<file path="config.mk">
export PLATFORM = sky130hd
export DESIGN_NAME = ppu_ri
export DESIGN_NICKNAME = d
export VERILOG_FILES = /design/src/rtl/ppu_ri.sv
export SDC_FILE = /design/constraint.sdc
export NUM_CORES = 1
export LEC_CHECK = 0
export ABC_CLOCK_PERIOD_IN_PS = 3900
export CORE_MARGIN = 2
export CORE_UTILIZATION = 40
export DETAILED_ROUTE_END_ITERATION = 8
export PLACE_DENSITY_LB_ADDON = 0.08
export RECOVER_POWER = 100
export SYNTH_ARGS = -nofsm -noshare
export SYNTH_HDL_FRONTEND = slang
export SYNTH_SLANG_ARGS = --single-unit
</file>
<file path="constraint.sdc">
create_clock -name clk_in -period 3.9 [get_ports clk_in]
set_input_delay 0.39 -clock clk_in [delete_from_list [all_inputs] [get_ports clk_in]]
set_output_delay 0.39 -clock clk_in [all_outputs]
set_load 0.05 [all_outputs]
</file>
<file path="src/rtl/ppu_ri.sv">
// CPU-facing PPU register file ($2000-$2007): scroll/control latches, status flags,
// NMI request, $2007 read buffer and the VRAM/palette access sequencer.
module ppu_ri (
  input  logic       clk_in,
  input  logic       rst_n_in,
  input  logic [2:0] sel_in,
  input  logic       ncs_in,
  input  logic       r_nw_in,
  input  logic [7:0] cpu_d_in,
  output logic [7:0] cpu_d_out,
  input  logic [13:0] vram_a_in,
  input  logic [7:0] vram_d_in,
  input  logic [5:0] pram_d_in,
  output logic [7:0] vram_d_out,
  output logic       vram_wr_out,
  output logic       pram_wr_out,
  input  logic       vblank_set_in,
  input  logic       vblank_clr_in,
  input  logic       spr_0_hit_in,
  input  logic       spr_overflow_in,
  output logic [2:0] fv_out,
  output logic [4:0] vt_out,
  output logic       v_out,
  output logic [2:0] fh_out,
  output logic [4:0] ht_out,
  output logic       h_out,
  output logic       s_out,
  output logic       spr_pt_sel_out,
  output logic       spr_h_out,
  output logic       inc_addr_out,
  output logic       inc_addr_amt_out,
  output logic       upd_cntrs_out,
  output logic       bg_en_out,
  output logic       spr_en_out,
  output logic       bg_ls_clip_out,
  output logic       spr_ls_clip_out,
  output logic       nmi_out
);

  typedef enum logic [1:0] {IDLE, XFER, INC} state_t;

  state_t     state_q, state_d;
  logic       q_ncs;
  logic       toggle_q;
  logic       vblank_q;
  logic       nmi_en_q;
  logic       rnw_q;
  logic [7:0] rd_buf_q;

  logic access, wr_acc, rd_acc, pal_range;

  // One action per falling chip-select edge, and only when no $2007 transfer is in flight.
  assign access    = ~ncs_in & q_ncs & (state_q == IDLE);
  assign wr_acc    = access & ~r_nw_in;
  assign rd_acc    = access & r_nw_in;
  assign pal_range = (vram_a_in[13:8] == 6'h3F);
  assign nmi_out   = vblank_q & nmi_en_q;

  // NOTE: async reset clears every register here; non-blocking (<=) keeps all state updates
  // sampling the pre-edge values, so cross-register ordering inside this block is irrelevant.
  always_ff @(posedge clk_in or negedge rst_n_in) begin
    if (!rst_n_in) begin
      state_q          <= IDLE;
      q_ncs            <= 1'b1;
      toggle_q         <= 1'b0;
      vblank_q         <= 1'b0;
      nmi_en_q         <= 1'b0;
      rnw_q            <= 1'b0;
      rd_buf_q         <= 8'h00;
      cpu_d_out        <= 8'h00;
      vram_d_out       <= 8'h00;
      fv_out           <= 3'd0;
      vt_out           <= 5'd0;
      v_out            <= 1'b0;
      fh_out           <= 3'd0;
      ht_out           <= 5'd0;
      h_out            <= 1'b0;
      s_out            <= 1'b0;
      spr_pt_sel_out   <= 1'b0;
      spr_h_out        <= 1'b0;
      inc_addr_amt_out <= 1'b0;
      upd_cntrs_out    <= 1'b0;
      bg_en_out        <= 1'b0;
      spr_en_out       <= 1'b0;
      bg_ls_clip_out   <= 1'b0;
      spr_ls_clip_out  <= 1'b0;
    end else begin
      state_q       <= state_d;
      q_ncs         <= ncs_in;
      upd_cntrs_out <= 1'b0;

      if (wr_acc) begin
        case (sel_in)
          3'd0: begin
            {v_out, h_out}   <= cpu_d_in[1:0];
            inc_addr_amt_out <= cpu_d_in[2];
            spr_pt_sel_out   <= cpu_d_in[3];
            s_out            <= cpu_d_in[4];
            spr_h_out        <= cpu_d_in[5];
            nmi_en_q         <= cpu_d_in[7];
          end
          3'd1: begin
            bg_ls_clip_out  <= cpu_d_in[1];
            spr_ls_clip_out <= cpu_d_in[2];
            bg_en_out       <= cpu_d_in[3];
            spr_en_out      <= cpu_d_in[4];
          end
          3'd5: begin
            if (!toggle_q) begin
              fh_out <= cpu_d_in[2:0];
              ht_out <= cpu_d_in[7:3];
            end else begin
              fv_out <= cpu_d_in[2:0];
              vt_out <= cpu_d_in[7:3];
            end
            toggle_q <= ~toggle_q;
          end
          3'd6: begin
            if (!toggle_q) begin
              fv_out      <= {1'b0, cpu_d_in[5:4]};
              v_out       <= cpu_d_in[3];
              h_out       <= cpu_d_in[2];
              vt_out[4:3] <= cpu_d_in[1:0];
            end else begin
              vt_out[2:0]   <= cpu_d_in[7:5];
              ht_out        <= cpu_d_in[4:0];
              upd_cntrs_out <= 1'b1;
            end
            toggle_q <= ~toggle_q;
          end
          3'd7: begin
            rnw_q      <= 1'b0;
            vram_d_out <= cpu_d_in;
          end
          default: ;
        endcase
      end

      if (rd_acc) begin
        case (sel_in)
          3'd2: begin
            // A vblank pulse coinciding with the read is reported, then lost with the clear.
            cpu_d_out <= {vblank_q | vblank_set_in, spr_0_hit_in, spr_overflow_in, 5'b0};
            toggle_q  <= 1'b0;
          end
          3'd7:    rnw_q <= 1'b1;
          default: cpu_d_out <= rd_buf_q;
        endcase
      end

      if (state_q == XFER && rnw_q) begin
        cpu_d_out <= pal_range ? {2'b00, pram_d_in} : rd_buf_q;
        rd_buf_q  <= vram_d_in;
      end

      if (rd_acc && sel_in == 3'd2) vblank_q <= 1'b0;
      else if (vblank_set_in)       vblank_q <= 1'b1;
      else if (vblank_clr_in)       vblank_q <= 1'b0;
    end
  end

  // NOTE: every always_comb output gets a default first, so no path can infer a latch.
  always_comb begin
    state_d      = state_q;
    vram_wr_out  = 1'b0;
    pram_wr_out  = 1'b0;
    inc_addr_out = 1'b0;
    case (state_q)
      IDLE: if (access && sel_in == 3'd7) state_d = XFER;
      XFER: begin
        vram_wr_out = ~rnw_q & ~pal_range;
        pram_wr_out = ~rnw_q & pal_range;
        state_d     = INC;
      end
      INC: begin
        inc_addr_out = 1'b1;
        state_d      = IDLE;
      end
      default: state_d = IDLE;
    endcase
  end

endmodule

</file>
==> results of run 1 <==
-- kinds of logic (layout without fill, tap and decap cells) --
logic type,count (synthesis),count (layout)
simple gates,92,92
flops,58,58
mux,40,40
compound gates,39,39
buf+inv,22,110
xor+xnor,2,2
-- through the flow --
stage / hold WS (ns) / setup slack, ns / instance area [um2] / std cells / utilization (%)
finish: 0.405 / 1.28 / 3810 / 437 / 56.1
global route: 0.511 / 0.681 / 3810 / 437 / 56.1
CTS: 0.0941 / 1.34 / 3880 / 437 / 57.1
detailed placement: 0.458 / 1.16 / 3700 / 421 / 54.4
global placement: 0.456 / 1.20 / 3700 / 421 / 54.4
floorplan: 0.0944 / 1.33 / 2800 / 253 / -
-- power by group through the flow --
stage          Combinational [mW]  Clock, mW  Sequential [mW]
2_1_floorplan               0.196          0             1.15
3_3_place_gp                0.817          0            0.818
3_5_place_dp                0.824          0            0.822
4_1_cts                     0.827      0.520            0.813
5_1_grt                     0.814      0.545            0.826
6_report                    0.764      0.510            0.806
-- final timing paths --
check	from	endpoint	slack, ns	cells after the start
max	rst_n_in	vram_d_out[7]$_DFFE_PN0P_	1.28	2
min	rst_n_in	ht_out[3]$_DFFE_PN0P_	0.40	1
max reg2reg	q_ncs$_DFF_PN1_	vram_d_out[0]$_DFFE_PN0P_	1.49	4
min reg2reg	fv_out[1]$_DFFE_PN0P_	fv_out[1]$_DFFE_PN0P_	0.48	2
max in group clk_in	sel_in[0]	ht_out[4]$_DFFE_PN0P_	1.30	5
min in group clk_in	fv_out[1]$_DFFE_PN0P_	fv_out[1]$_DFFE_PN0P_	0.48	2
-- layout by cell type, fill, tap and decap left out, types with 2 or more instances in the layout --
cell type and n:
a31oi_1 2, nor3_1 2, buf_4 2, nor3b_1 2, inv_1 6, nand2b_1 2
nand3b_1 6, mux2_1 8, a21boi_0 2, nor2b_1 2, o21ai_0 7, nor4_1 2
nor4b_1 2, dfrtp_1 57, and3_1 3, clkinv_2 2, mux2_2 23, mux2i_1 9
clkbuf_8 11, or3b_2 2, dlygate4sd3_1 50, o21a_1 2, o221ai_1 4, nor2_1 17
a21oi_1 14, nand3_1 8, o211ai_1 2, clkbuf_1 3, clkdlybuf4s50_1 34, nand2_1 37
-- worst register-to-register path, stage by stage, from the launching register on --
cell and delay, ns:
dfstp_2 0.52, or4b_1 0.58, nor2_1 0.27, and3_1 0.54, mux2_1 0.39
-- layer usage --
metal	wire length (um)	GRT usage [%]
met5	0	0
met1	3080	25.6
met3	358	5.37
met4	123	7.97
met2	2990	26.3
-- Yosys cell counts (all sizes together), types with 2 or more instances --
cell and instances:
dfrtp 57, nand2 37, mux2 31, nor2 17
a21oi 14, buf 9, mux2i 9, nand3 8
clkbuf 7, o21ai 7, inv 6, nand3b 6
o221ai 4, and3 3, a21boi 2, a31oi 2
and2 2, nand2b 2, nor2b 2, nor3 2
nor3b 2, nor4 2, nor4b 2, o211ai 2
o21a 2, or3b 2
-- registers in the layout, indices dropped and copies added (netlist names), 2 cells and up, named ones only --
signal / flops
fv_out: 3
state_q: 2
vt_out: 5
fh_out: 3
vram_d_out: 8
cpu_d_out: 8
rd_buf_q: 8
ht_out: 5
-- area by class of cell --
cell class | count | area (um2)
clock buffers | 12 | 155
repair buffers | 88 | 863
multi-input cells | 173 | 1170
fillers | 621 | 2990
inverters | 6 | 22.5
clock inverters | 4 | 26.3
flip-flops and latches | 58 | 1450
well taps | 96 | 120
==> flow_summary.ini, run 1 <==
[pwr]
intPower_mw = 1.26
power_mw = 2.08
irDropWorstVdd_mv = 0.280
pwr-share-comb_pct = 36.7
pwr_density_cell_nw_per_um2 = 546
p_switching_mw = 0.821
clkPwrFrac_pct = 24.5
seq_power_share_pct = 38.7
leakagePower_nw = 1.72
p_sw_share_pct = 39.5

[placed_design]
port_buffers = 85
gp_congestion = 0.805
post-dp-hpwl_um = 4680

[synthesis]
synth-simple-area-share_pct = 17.1
syn_area_um2 = 2800
synth_top_family_by_area = simple AND/OR/NAND/NOR gates
syn_avg_cell_area_um2 = 11.1
synth_adder_area_share_pct = 0
syn_nets = 300
yosys.area.top_type = dfrtp_1
synth.top_cell.area_share_pct = 50.9
synthXorXnorAreaFrac_pct = 0.625
ys_warn_count = 0
syn_inst = 253
synthArstFlopShare_pct = 100
synth.distinct_cells = 49
synth-main-ff-cell = dfrtp_1
synth_edf_count = 0
synth_mux_area_share_pct = 16.7
yosysSeqAreaShare_pct = 51.8
synthTopCellsByArea = dfrtp_1, mux2_2, nand2_1
synth-seq-cells = 58
synth_compound_area_share_pct = 9.46

[die]
die_area_um2 = 7700
die_h_um = 87.7
core-area_um2 = 6790
rows = 30
initial_core_util_pct = 41.3
die_w_um = 87.7
io_pins = 94

[clocking]
clkSlewWorstSetupHoldPaths_ns = 0.07
cts-htree-levels = 3
numCtsBuffers = 9
clockBufferDepth = 2
holdBufCountCts = 0
post-cts-setup-buffers = 0
cts-root-buf = clkbuf_8
post_cts_resized = 0
clkLatencyLatePin_ns = 0.34
cts_tree = yes
clkSinkCount = 58

[sta]
rsz0062_at_grt = no
fin_tns_setup_ns = 0
setup_viol = 0
max_slew.worst_pin.slew_ns = 1.66
slew_viol_final = 61
fmax_ghz = 0.381
hold_viol = 0
relSlewSlack_pct = -10.4
fin_skew_ns = 0.0103
fin_crit_ns = 2.62
fin_crit_sh_pct = 67.3

[job]
drv_cap = 2

[worst_setup_path]
arrival_ns = 2.77
cp-start-kind = input port
cp_cell_sequence = clkbuf_1, clkbuf_1
required_ns = 4.04
critPathTopFamily = buffers and inverters
crit_type = in2async
worstSetupEndpointType = asynchronous set/reset pin
crit_buf_inv = 2
crit_path_frequent_cell = clkbuf_1
cp_max_fo = 31
cp_slowest_cell = clkbuf_1
worst_path_largest_cell_delay_ns = 1.28

[detailed_routing]
viasPerCell = 5.04
routedWlPerCell_um = 15.0
wl_um = 6550
drtIter0Drc = 140
drt-pass1-iter-count = 4
vias = 2201
ant_nets = 0
drc = 0

[status]
status = complete, but fails checks
violations = max-capacitance violations, max-slew violations

[global_routing]
grt_pass1_vias = 2067
grt_usage_pct = 18.3
grt_max_degree = 32
grt_antenna_before_repair = 0
grt-ovfl-total = 0
grt_first_pass_wirelength_um = 10600

[min_path]
hold_path_class = in2async

[final_layout]
drive_gt1_share_pct = 13.2
nets = 383
n_antenna_cell = 0
area_delta_synth_final_pct = 35.8
(Power assumes the default switching activity.)
==> inputs of run 2 (changes only) <==
--- a/config.mk
+++ b/config.mk
@@ -5,7 +5,7 @@
 export SDC_FILE = /design/constraint.sdc
 export NUM_CORES = 1
 export LEC_CHECK = 0
-export ABC_CLOCK_PERIOD_IN_PS = 3900
+export ABC_CLOCK_PERIOD_IN_PS = 2290
 export CORE_MARGIN = 2
 export CORE_UTILIZATION = 40
 export DETAILED_ROUTE_END_ITERATION = 8
==> constraint.sdc (replaced) <==
create_clock -name clk_in -period 2.29 [get_ports clk_in]
set_input_delay 0.229 -clock clk_in [delete_from_list [all_inputs] [get_ports clk_in]]
set_output_delay 0.229 -clock clk_in [all_outputs]
set_load 0.05 [all_outputs]
==> run 2 against run 1 <==
Against the previous run: the flow now finishes without violations; register-to-register slack got worse by 1.3 ns; via count fell by 0.18%; clock skew fell by 0.0041 ns; setup slack got worse by 1.1 ns; power rose by 76%; flip-flop and latch count did not move; combinational power rose by 73%; die area did not move; sequential power rose by 70%; global-route usage rose by 0.29 points; cell count rose by 2.1%; largest cell class unchanged; highest routed layer unchanged.
==> flow_summary.ini, run 2 (synthesized netlist as in run 1, its figures left out) <==
[placed_design]
gp_congestion = 0.811
port_buffers = 85
post-dp-hpwl_um = 4710
dpl_cell_area_um2 = 3780

[worst_setup_path]
crit_buf_inv = 2
worst_path_largest_cell_delay_ns = 0.62
arrival_ns = 2.32
worstSetupEndpointType = register
crit_type = in2reg
cp_cell_sequence = dlygate4sd3_1, or4b_1, buf_4, a211oi_4, nor2_1, a21oi_1
cp_max_fo = 10
critPathTopFamily = buffers and inverters
cp_slowest_cell = or4b_1
required_ns = 2.54
cp-start-kind = input port

[sta]
fin_hold_ws_ns = 0.426
rsz0062_at_grt = no
fin_tns_setup_ns = 0
fin_skew_ns = 0.00624
hold_viol = 0
fin_crit_sh_pct = 90.7
fin_crit_ns = 2.08
fmax_ghz = 0.482
relSlewSlack_pct = 3.36
setup_viol = 0
slew_viol_final = 0
max_slew.worst_pin.slew_ns = 1.45

[die]
die_area_um2 = 7700
die_w_um = 87.7
rows = 30
core-area_um2 = 6790
io_pins = 94
initial_core_util_pct = 41.3
die_h_um = 87.7

[pwr]
p_sw_share_pct = 37.5
seq_power_share_pct = 37.5
pwr_density_cell_nw_per_um2 = 934
p_switching_mw = 1.37
leakagePower_nw = 1.76
clkPwrFrac_pct = 26.5
pwr-share-comb_pct = 36.0
intPower_mw = 2.29
irDropWorstVdd_mv = 0.484

[clocking]
clkLatencyLatePin_ns = 0.32
clkSinkCount = 58
cts_tree = yes
numCtsBuffers = 9
cts-root-buf = clkbuf_8
cts-htree-levels = 3
clockBufferDepth = 2
post-cts-setup-buffers = 0
clkSlewWorstSetupHoldPaths_ns = 0.07

[detailed_routing]
drtIter0Drc = 133
drt-pass1-iter-count = 4
wl_um = 6720
vias = 2197
drc = 0
routedWlPerCell_um = 15.1
viasPerCell = 4.93
ant_nets = 0

[final_layout]
largestRegisters = cpu_d_out x8, rd_buf_q x8, vram_d_out x8
nFillCells = 625
layout_common_cells = dfrtp_1, dlygate4sd3_1, nand2_1, clkdlybuf4s50_1, mux2_2
area_delta_synth_final_pct = 39.8
drive_gt1_share_pct = 16.3
n_antenna_cell = 0
nets = 393
final_common_cell = dfrtp_1
final_area_um2 = 3920

[status]
status = finished clean

[global_routing]
grt_usage_pct = 18.6
grt_first_pass_wirelength_um = 10800
grt_max_degree = 59
grt-ovfl-total = 0
grt_pass1_vias = 2108
grt_antenna_before_repair = 0

[min_path]
hold_path_class = in2reg

[job]
drv_cap = 0
run 2: timing repair:
action	CTS	global route
endpoints found under the hold margin	57	0
gates resized for setup	0	0
endpoints found under the setup margin	0	0
hold buffers	1	0
run 2: worst paths after layout:
check,from,end,slack (ns),depth (start not counted)
max,ncs_in,ht_out[2]$_DFFE_PN0P_,0.21,6
min,vram_d_in[0],rd_buf_q[0]$_DFFE_PN0P_,0.43,3
max reg2reg,q_ncs$_DFF_PN1_,ht_out[2]$_DFFE_PN0P_,0.22,5
min reg2reg,vt_out[3]$_DFFE_PN0P_,vt_out[3]$_DFFE_PN0P_,0.48,2
max in group asynchronous,rst_n_in,asynchronous set/reset pin,0.54,3
min in group asynchronous,rst_n_in,vram_d_out[1]$_DFFE_PN0P_,0.87,3
run 2: layout make-up:
cell class	count	area, um2	area share [%]
flip-flops and latches	58	1450	37.0
multi-input cells	173	1200	30.7
repair buffers	98	917	23.4
clock buffers	13	169	4.31
well taps	96	120	3.06
clock inverters	2	35.0	0.893
inverters	6	22.5	0.574
run 2: power by group through the flow:
stage	sequential, mW	clock (mW)	combinational [mW]
after floorplan	1.96	0	0.333
after global placement	1.40	0	1.40
after detailed placement	1.40	0	1.42
after CTS	1.39	0.999	1.42
after global routing	1.41	1.05	1.40
final	1.37	0.971	1.32
run 2: worst min-delay path: cells and delay by family:
family	cells	cell delay [ns]
simple gates	2	0.09
buf+inv	1	0.39
run 2: through the flow:
stage	total power, mW	cells	utilization (%)	setup WS, ns
finish	3.66	446	57.7	0.214
detailed placement	2.82	430	55.6	0.101
floorplan	2.29	253	-	0.337
global route	3.86	446	57.7	0.106
global placement	2.80	430	55.6	0.134
CTS	3.81	446	58.7	0.310
run 2: metal layers:
layer | routed length, um | share of wire [%] | global-route usage [%] | vias to the layer above
li1 | - | - | - | 1074
met1 | 3180 | 47 | 27.1 | 1065
met2 | 3150 | 47 | 27.1 | 52
met3 | 315 | 4.7 | 4.34 | 6
met4 | 72 | 1.1 | 6.71 | 0
met5 | 0 | 0 | 0 | -
==> inputs of run 3 (changes only) <==
--- a/config.mk
+++ b/config.mk
@@ -8,9 +8,12 @@
 export ABC_CLOCK_PERIOD_IN_PS = 2290
 export CORE_MARGIN = 2
 export CORE_UTILIZATION = 40
+export CTS_CLUSTER_DIAMETER = 150
 export DETAILED_ROUTE_END_ITERATION = 8
+export GPL_ROUTABILITY_DRIVEN = 0
 export PLACE_DENSITY_LB_ADDON = 0.08
 export RECOVER_POWER = 100
+export SKIP_LAST_GASP = 1
 export SYNTH_ARGS = -nofsm -noshare
 export SYNTH_HDL_FRONTEND = slang
 export SYNTH_SLANG_ARGS = --single-unit
==> results of run 3 <==
The final DEF is identical to that of run 2; final timing and power are the same.
